**src/rtl/varredura_servo_pkg.sv**
```systemverilog
// Shared types for the servo sweep controller: state codes, end position and
// the ping-pong position step used when the sweep advances.
package varredura_servo_pkg;

  typedef enum logic [2:0] {
    OCIOSO  = 3'd0,
    ACOMODA = 3'd1,
    PEDE    = 3'd2,
    ESPERA  = 3'd3,
    AVANCA  = 3'd4
  } estado_t;

  localparam logic [2:0] POS_MAX = 3'd7;

  typedef struct packed {
    logic       direcao;
    logic [2:0] largura;
  } posicao_t;

  // Endpoints reverse in place so each end is measured once per pass.
  function automatic posicao_t proxima_posicao(input posicao_t atual);
    posicao_t prox;
    prox = atual;
    if (!atual.direcao) begin
      if (atual.largura < POS_MAX) begin
        prox.largura = atual.largura + 3'd1;
      end else begin
        prox.direcao = 1'b1;
        prox.largura = POS_MAX - 3'd1;
      end
    end else begin
      if (atual.largura > 3'd0) begin
        prox.largura = atual.largura - 3'd1;
      end else begin
        prox.direcao = 1'b0;
        prox.largura = 3'd1;
      end
    end
    return prox;
  endfunction

endpackage

```
**src/rtl/varredura_servo_contador_timer.sv**
```systemverilog
// 32-bit cycle counter with synchronous clear and enable; fim flags the last
// cycle of a window of limite cycles.
module contador_timer (
  input  logic        clock,
  input  logic        limpa,
  input  logic        conta,
  input  logic [31:0] limite,
  output logic        fim
);

  logic [31:0] contagem;

  always_ff @(posedge clock) begin
    if (limpa) begin
      contagem <= 32'd0;
    end else if (conta) begin
      contagem <= contagem + 32'd1;
    end
  end

  assign fim = (contagem == limite - 32'd1);

endmodule

```
**src/rtl/varredura_servo.sv**
```systemverilog
// Servo sweep controller: steps largura 0..7..0, settles, requests one sonar
// measurement per position and advances on completion or timeout.
module varredura_servo
  import varredura_servo_pkg::*;
#(
  parameter int unsigned T_ACOMODA = 25_000_000,
  parameter int unsigned T_LIMITE  = 5_000_000
) (
  input  logic       clock,
  input  logic       reset,
  input  logic       iniciar,
  input  logic       parar,
  input  logic       medida_pronta,
  output logic [2:0] largura,
  output logic       pede_medida,
  output logic       direcao,
  output logic       timeout,
  output logic       ocupado,
  output logic [2:0] db_estado
);

  // Handshake: pede_medida is a one-cycle request while in PEDE; the sonar
  // answers with a one-cycle medida_pronta, which only counts in ESPERA.

  estado_t estado, prox_estado;

  logic [31:0] limite;
  logic        fim, limpa, conta;

  posicao_t pos_atual, pos_prox;
  logic     timeout_prox, pede_prox, ocupado_prox;

  // One shared timer; the window length follows the state that is counting.
  assign limite = (estado == ESPERA) ? 32'(T_LIMITE) : 32'(T_ACOMODA);
  assign conta  = (estado == ACOMODA) || (estado == ESPERA);
  assign limpa  = reset || (prox_estado != estado);

  contador_timer u_timer (
    .clock  (clock),
    .limpa  (limpa),
    .conta  (conta),
    .limite (limite),
    .fim    (fim)
  );

  always_ff @(posedge clock) begin
    if (reset) begin
      estado <= OCIOSO;
    end else begin
      estado <= prox_estado;
    end
  end

  always_comb begin
    prox_estado = estado;
    if (estado != OCIOSO && parar) begin
      prox_estado = OCIOSO;
    end else begin
      case (estado)
        OCIOSO:  if (iniciar) prox_estado = ACOMODA;
        ACOMODA: if (fim) prox_estado = PEDE;
        PEDE:    prox_estado = ESPERA;
        ESPERA:  if (medida_pronta || fim) prox_estado = AVANCA;
        AVANCA:  prox_estado = ACOMODA;
        default: prox_estado = OCIOSO;
      endcase
    end
  end

  assign pos_atual = {direcao, largura};

  // Outputs are computed from the next state so they can be registered and
  // still line up with the state they belong to.
  always_comb begin
    pos_prox     = pos_atual;
    timeout_prox = 1'b0;
    if (estado == ESPERA && prox_estado == AVANCA) begin
      pos_prox     = proxima_posicao(pos_atual);
      timeout_prox = !medida_pronta;
    end
    pede_prox    = (prox_estado == PEDE);
    ocupado_prox = (prox_estado != OCIOSO);
  end

  always_ff @(posedge clock) begin
    if (reset) begin
      largura     <= 3'd0;
      direcao     <= 1'b0;
      pede_medida <= 1'b0;
      timeout     <= 1'b0;
      ocupado     <= 1'b0;
    end else begin
      largura     <= pos_prox.largura;
      direcao     <= pos_prox.direcao;
      pede_medida <= pede_prox;
      timeout     <= timeout_prox;
      ocupado     <= ocupado_prox;
    end
  end

  assign db_estado = estado;

endmodule

```
**config.mk**
```make
export PLATFORM = sky130hd
export DESIGN_NAME = varredura_servo
export DESIGN_NICKNAME = d
export VERILOG_FILES = /design/src/rtl/varredura_servo_pkg.sv /design/src/rtl/varredura_servo_contador_timer.sv /design/src/rtl/varredura_servo.sv
export SDC_FILE = /design/constraint.sdc
export NUM_CORES = 1
export LEC_CHECK = 0
export BUFFER_PORTS_ARGS = -buffer_cell sky130_fd_sc_hd__buf_2
export CAP_MARGIN = 20
export CORE_MARGIN = 3
export CORE_UTILIZATION = 40
export CTS_CLUSTER_SIZE = 30
export DETAILED_ROUTE_END_ITERATION = 8
export PLACE_DENSITY = 0.64
export SLEW_MARGIN = 5
export SYNTH_ARGS = -nofsm -noshare
export SYNTH_HDL_FRONTEND = slang
export SYNTH_HIERARCHICAL = 1
export SYNTH_SLANG_ARGS = --single-unit
export TNS_END_PERCENT = 100
```
**constraint.sdc**
```tcl
create_clock -name clock -period 3.03 [get_ports clock]
set_input_delay 0.1515 -clock clock [delete_from_list [all_inputs] [get_ports clock]]
set_output_delay 0.1515 -clock clock [all_outputs]
set_load 0.01 [all_outputs]
```
== After elaboration in Yosys (flattened, before gate mapping) ==
Index checks and enable logic that the tools add are counted.

* Register bits after elaboration: 42
* Input port bits: 5
* Output and inout bits: 10
* Logic and storage cells: 43

* $add $sub $neg: 4
* Order comparisons: 2
* Equal/unequal tests: 8
* Multiplexer cells: 11
* Bitwise operators: 1
* Reductions and logical operators: 10

{| class="wikitable"
|+ Operator list
! kind !! count
|-
| adder 32 x 1 -> 32 bit, second input constant || 1
|-
| == test 32 bit || 1
|-
| subtractor 25 x 1 -> 26 bit, second input constant || 1
|-
| 2-to-1 mux 25 bit || 1
|-
| 2-to-1 mux 3 bit || 6
|-
| one-hot mux 3 bit (5 select lines) || 1
|-
| == test 3 x 2 -> 1 bit, second input constant || 3
|-
| == test 3 bit, second input constant || 2
|-
| nonzero test 3 bit || 2
|-
| 2-to-1 mux 4 bit || 1
|-
| adder 3 x 1 -> 3 bit, second input constant || 1
|-
| == test 3 x 1 -> 1 bit, second input constant || 1
|-
| greater-than comparator 3 x 1 -> 1 bit, second input constant || 1
|-
| zero test 3 bit || 1
|-
| logical OR 1 bit || 3
|-
| < comparator 3 bit, second input constant || 1
|-
| != test 3 bit || 1
|-
| subtractor 3 x 1 -> 3 bit, second input constant || 1
|-
| logical AND 1 bit || 2
|-
| 2-to-1 mux 1 bit || 2
|-
| OR reduction 2 bit || 1
|-
| zero test 1 bit || 1
|-
| inverter 1 bit || 1
|}

== Logic depth before layout (Yosys ltp) ==
* Depth after elaboration: 12
* Depth in mapped cells: 15
* Gate-level depth less buffers: 13

== Modules after synthesis ==
Netlist, hierarchy kept.

{| class="wikitable"
|+ By module, submodules not included
! module !! instances !! cells each !! area each (µm²) !! seq. area each (µm²)
|-
| contador_timer || 1 || 305 || 2437.3 || 640.6
|-
| varredura_servo || 1 || 66 || 574.3 || 200.2
|}

== Worst setup path before layout ==
Ideal clock, no wire load.

* Path kind: register -> register
* From: register estado[0] (netlist: db_estado[0])
* To: register u_timer.contagem[14]
* Setup time: 0.071 ns
* Arrival time: 2.886 ns
* Required time: 2.959 ns
* Slack: 0.073 ns
* Stages on the path, launching flop included: 13
* Path buffers: 2
* Period minus slack after synthesis: 2.957 ns
* Cell sequence: dfxtp_1 buf_2 nand3b_4 inv_1 xor2_1 o22ai_1 nand4_1 and4bb_1 nor2_1 nor3_4 or4b_1 clkbuf_1 a21oi_1

* Cells in the longest elaborated chain, start to end: 10
* Elaborated cells between the ends (all ways): 19
* Those cells by class: 1 x add/sub; 6 x eq/ne; 6 x mux; 6 x reduce/logical

{| class="wikitable"
|+ RTL lines
! what !! RTL line !! text
|-
| from (decl) || varredura_servo.sv:25 || <nowiki>estado_t estado, prox_estado;</nowiki>
|-
| from (signal assigned) || varredura_servo.sv:50 || <nowiki>estado <= prox_estado;</nowiki>
|-
| == test 3 x 2 -> 1 bit * || varredura_servo.sv:34 || <nowiki>assign limite = (estado == ESPERA) ? 32'(T_LIMITE) : 32'(T_ACOMODA);</nowiki>
|-
| 2-to-1 mux 25 bit * || varredura_servo.sv:34 ||
|-
| via limite[12] || varredura_servo.sv:27 || <nowiki>logic [31:0] limite;</nowiki>
|-
| subtractor 25 x 1 -> 26 bit * || varredura_servo_contador_timer.sv:21 || <nowiki>assign fim = (contagem == limite - 32'd1);</nowiki>
|-
| == test 32 bit * || varredura_servo_contador_timer.sv:21 ||
|-
| via fim || varredura_servo.sv:28 || <nowiki>logic fim, limpa, conta;</nowiki>
|-
| logical OR 1 bit || varredura_servo.sv:63 || <nowiki>ESPERA: if (medida_pronta || fim) prox_estado = AVANCA;</nowiki>
|-
| 2-to-1 mux 3 bit || varredura_servo.sv:63 ||
|-
| one-hot mux 3 bit (5 select lines) * || varredura_servo.sv:59 || <nowiki>case (estado)</nowiki>
|-
| 2-to-1 mux 3 bit * || varredura_servo.sv:56 || <nowiki>if (estado != OCIOSO && parar) begin</nowiki>
|-
| != test 3 bit * || varredura_servo.sv:36 || <nowiki>assign limpa = reset || (prox_estado != estado);</nowiki>
|-
| logical OR 1 bit * || varredura_servo.sv:36 ||
|-
| via limpa || varredura_servo.sv:28 ||
|-
| to (signal assigned) || varredura_servo_contador_timer.sv:17 || <nowiki>contagem <= contagem + 32'd1;</nowiki>
|-
| to (decl) || varredura_servo_contador_timer.sv:11 || <nowiki>logic [31:0] contagem;</nowiki>
|}

Mark *: on every way through the listed nets, which the timed path passes. The rest lies on a longest branch.
A chain may end at the register's enable or synchronous reset.

== Worst setup path in the final report ==
* From: register estado[2] (netlist: db_estado[2])
* To: register u_timer.contagem[16]

The elaborated chain is that of the path after synthesis.

==> summary by stage <==
Synth
The unique cell type count in the Yosys netlist is 64. The number of cells produced by synthesis is 371. In this run, synthesis produced a sequential element count of 42. The number of enable-type register cells in the synthesized netlist is 0. The top cell type by total area after synthesis is dfxtp_1.

After synthesis, flip-flops and latches occupy 27.9% of the total area. In the post-synthesis netlist, the biggest area contributors are dfxtp_1 (28%), xor2_1 (9.9%), xnor2_1 (9.6%). The Yosys step of the flow raised 6 warnings. Yosys instantiated no cell more often than nor2_1. The mean area per synthesized cell is 8.12 µm².

Of the post-synthesis cell area, the dominant cell type holds 27.9%. For this run, the leading register cell type out of synthesis is dfxtp_1. The share of synthesized registers carrying an async set or reset is 0%. After synthesis the cells add up to 3010 µm². In the synthesized netlist, the cells that appear most often are nor2_1 (50), dfxtp_1 (42), xor2_1 (34), xnor2_1 (33), nand2_1 (21).

Place
Port buffering added 14 buffers. Routability-driven placement finished with a final weighted congestion of 0.849. Prior to clock tree synthesis, the placed netlist has a worst setup slack of 0.0890 ns.

Detailed placement finished with a half-perimeter wire length of 5310 µm.

Setup path
The worst flop-to-flop path startpoint is db_estado[2]. In this run the worst setup path begins at db_estado[2]. In this design, the stage delay of the slowest critical-path cell is 0.52 ns.

The category of the critical setup timing path is register to register. The cell occurring most often along the worst timing path is nor2_1. The worst setup path is captured at a register.

In this run the worst path has a maximum fanout of 32. The number of buffers and inverters on the critical path is 2. The critical path runs through a total of 12 cells. The category of cells accounting for the largest share of critical-path delay is simple AND/OR/NAND/NOR gates. The worst reg2reg path depth is 12. STA puts the critical path data arrival time at 2.99 ns.

The signal on the critical path passes through nand3b_4 > buf_4 > nor2_1 > o221ai_1 > o21a_1 > a22oi_2 > and4bb_1 > nor2_1 > nor3_4 > or4b_1 > buf_6 > nor2_1. Data on the critical path is required at its endpoint by 3.26 ns. The end point of the critical path is u_timer/contagem[16]. The slowest cell on the critical path is or4b_1.

The slack of the worst reg-to-reg path is 0.27 ns. The startpoint type of the worst setup path is a register. The reg-to-reg critical path endpoint is u_timer/contagem[16].

Detailed routing
The number of detailed-route iterations in the first pass is 4. In the final routed layout, each cell accounts on average for 11.4 µm. Dividing the detail-routed via count by the number of cells gives 4.73. The post-detailed-route DRC marker count is 0.

The final antenna-violating net count is 0. In this run, the number of DRC markers left after iteration 0 of detailed routing was 118. The wire length reported by the detailed router is 6700 µm.

The final route contains 2792 vias.

STA
Setup total negative slack on the finished layout was measured at 0 ns. For the pin with the worst max-slew slack, the measured transition is 0.648 ns. The total count of max-transition violations in the final report came to 0.

The count of final hold-check violations came to 0. Counting I/O delays and the setup requirement, the final critical path takes 2.76 ns. Headroom to the max-slew limit came out at 56.4%. Timing would allow up to 362 MHz.

Setup repair after global routing left no endpoint under its margin. Between clock sinks in the finished design, the worst skew comes to 0.00571 ns. After layout, the worst path uses 91.1% of the clock period. The final worst slack is 0.269 ns. Setup violations remaining at the end of the flow were counted as 0.

Finish
The repair_antennas step left the layout with diodes totalling 0. The final core utilization is 51.4%. The area growth from synthesis to layout is 24.3%.

After the last flow step, the layout net total stands at 501. The fraction of final layout cells with drive strength greater than 1 is 9.98%. The number of inserted filler cells in the final layout is 748.

Clocking
The post-CTS setup repair buffer count is 0. The clock tree from TritonCTS is yes. The hold buffer count at CTS is 0. The clock passes through at most 2 buffers. The clock buffer count from CTS is 5. After clock tree synthesis, the clock-pin slew on the worst setup and hold paths is 0.09 ns. In this run, post-CTS repair resized a total of 0 instances.

The CTS root buffer is clkbuf_8. CTS saw 42 sinks. The clock reaches the later pin of the worst-skew pair after 0.30 ns. The maximum level of the CTS H-tree is 2.

Floorplan
The initialized floorplan defines 31 standard-cell rows. The starting utilization of the core area is 41.3%. The core area is 7290 µm². The die covers 8610 µm².

The count of boundary I/O pins is 15. The chip height is 92.8 µm. The die is 92.8 µm wide.

Power
The static leakage power is 1.48 nW. Dividing total power by cell area gives a power density of 302 nW/µm². The worst vdd rail ir drop is 0.000302 V.

Global route
The via count of the first global-routing pass is 2638. The maximum number of pins on one net before global-route repair is 33. Global routing used 16.8% of the available tracks across all layers.

The number of antenna violations at the first check in global routing was 0. Summed over all layers, the global routing overflow is 0. The first-pass GRT wire length is 11800 µm.

Job
Across the run, the number of max-cap violations was 0.

Worst hold path
The type of the most critical hold path is input port to register.

Status
The flow ran to the end, and the final reports show no timing, DRC or antenna violations.
-- logic make-up (layout without fill, tap and decap cells) --
family                     count (synthesis)  count (layout)  share of synthesized area [%]
xor gates and xnor gates                  67              67                           19.5
other                                      2              97                          0.249
buffers and inverters                     22              47                           2.78
DFF                                       42              42                           27.9
muxes                                      4               4                           1.37
and+or+nand+nor                          174             174                           33.3
adders and majority gates                  6               6                           2.49
AOI/OAI and AO/OA                         54              54                           12.4
-- state kept, by name (all words and copies together) (netlist names) --
name,cells
u_timer/contagem,32
db_estado,3
pede_medida,1
timeout,1
ocupado,1
direcao,1
largura,3
-- report_power, final --
part / leakage (nW) / total, mW / switching (mW) / internal, mW
logic: 1.08 / 0.114 / 0.0715 / 0.0422
registers: 0.339 / 0.557 / 0.00266 / 0.554
clock network: 0.0563 / 0.459 / 0.208 / 0.251
-- per-stage QoR --
stage                     instances  total power, mW  cell area (µm²)  hold slack, ns
final                           590             1.13             3740          0.0852
after global routing            590             1.18             3740          0.0860
after CTS                       590             1.14             3730          0.0723
after detailed placement        582            0.679             3620           0.401
after global placement          582            0.677             3620           0.395
after floorplan                 466            0.657             3370           0.231
-- layout by cell type, fill, tap and decap left out, types with 3 or more instances in the layout --
| cell type | instances |
|---|---|
| ha_1 | 6 |
| nor2b_1 | 3 |
| o31ai_1 | 7 |
| conb_1 | 97 |
| inv_1 | 13 |
| nor2_1 | 50 |
| o21ai_0 | 8 |
| nand2_1 | 21 |
| nand4_1 | 17 |
| mux2i_1 | 3 |
| a31oi_1 | 3 |
| and4_1 | 5 |
| a21oi_1 | 13 |
| or3_1 | 10 |
| dfxtp_1 | 42 |
| xnor2_1 | 33 |
| xor2_1 | 34 |
| or4_1 | 3 |
| buf_4 | 11 |
| nand3_1 | 19 |
| buf_2 | 14 |
| nor4_1 | 5 |
| nor3_1 | 12 |
| a311oi_1 | 3 |
| clkbuf_8 | 5 |
-- worst min path at each step --
stage / slack, ns / to / depth (start not counted) / from
4_1_cts: 0.07 / timeout / 2 / medida_pronta
5_1_grt: 0.09 / timeout / 2 / medida_pronta
6_report: 0.09 / timeout / 2 / medida_pronta
3_3_place_gp: 0.40 / timeout / 2 / medida_pronta
3_5_place_dp: 0.40 / timeout / 2 / medida_pronta
2_1_floorplan: 0.23 / timeout / 1 / medida_pronta
-- metal layers --
layer  global-route usage, %  vias up  part of all wire, %
met4                    5.74        0                  1.5
met5                       0        -                    0
li1                        -     1477                    -
met3                    2.27        8                  2.3
met1                    20.9     1270                   47
met2                    29.6       37                   49
-- final cells by class --
| class | instances | area (µm²) | share of cell area (%) |
|---|---|---|---|
| Tap cell | 99 | 124 | 3.31 |
| Clock buffer | 5 | 68.8 | 1.84 |
| Timing Repair Buffer | 26 | 164 | 4.38 |
| Inverter | 13 | 48.8 | 1.30 |
| Sequential cell | 42 | 841 | 22.5 |
| Multi-Input combinational cell | 402 | 2450 | 65.4 |
| Clock inverter | 3 | 48.8 | 1.30 |
Note: power is estimated with default switching activity, not from simulation.
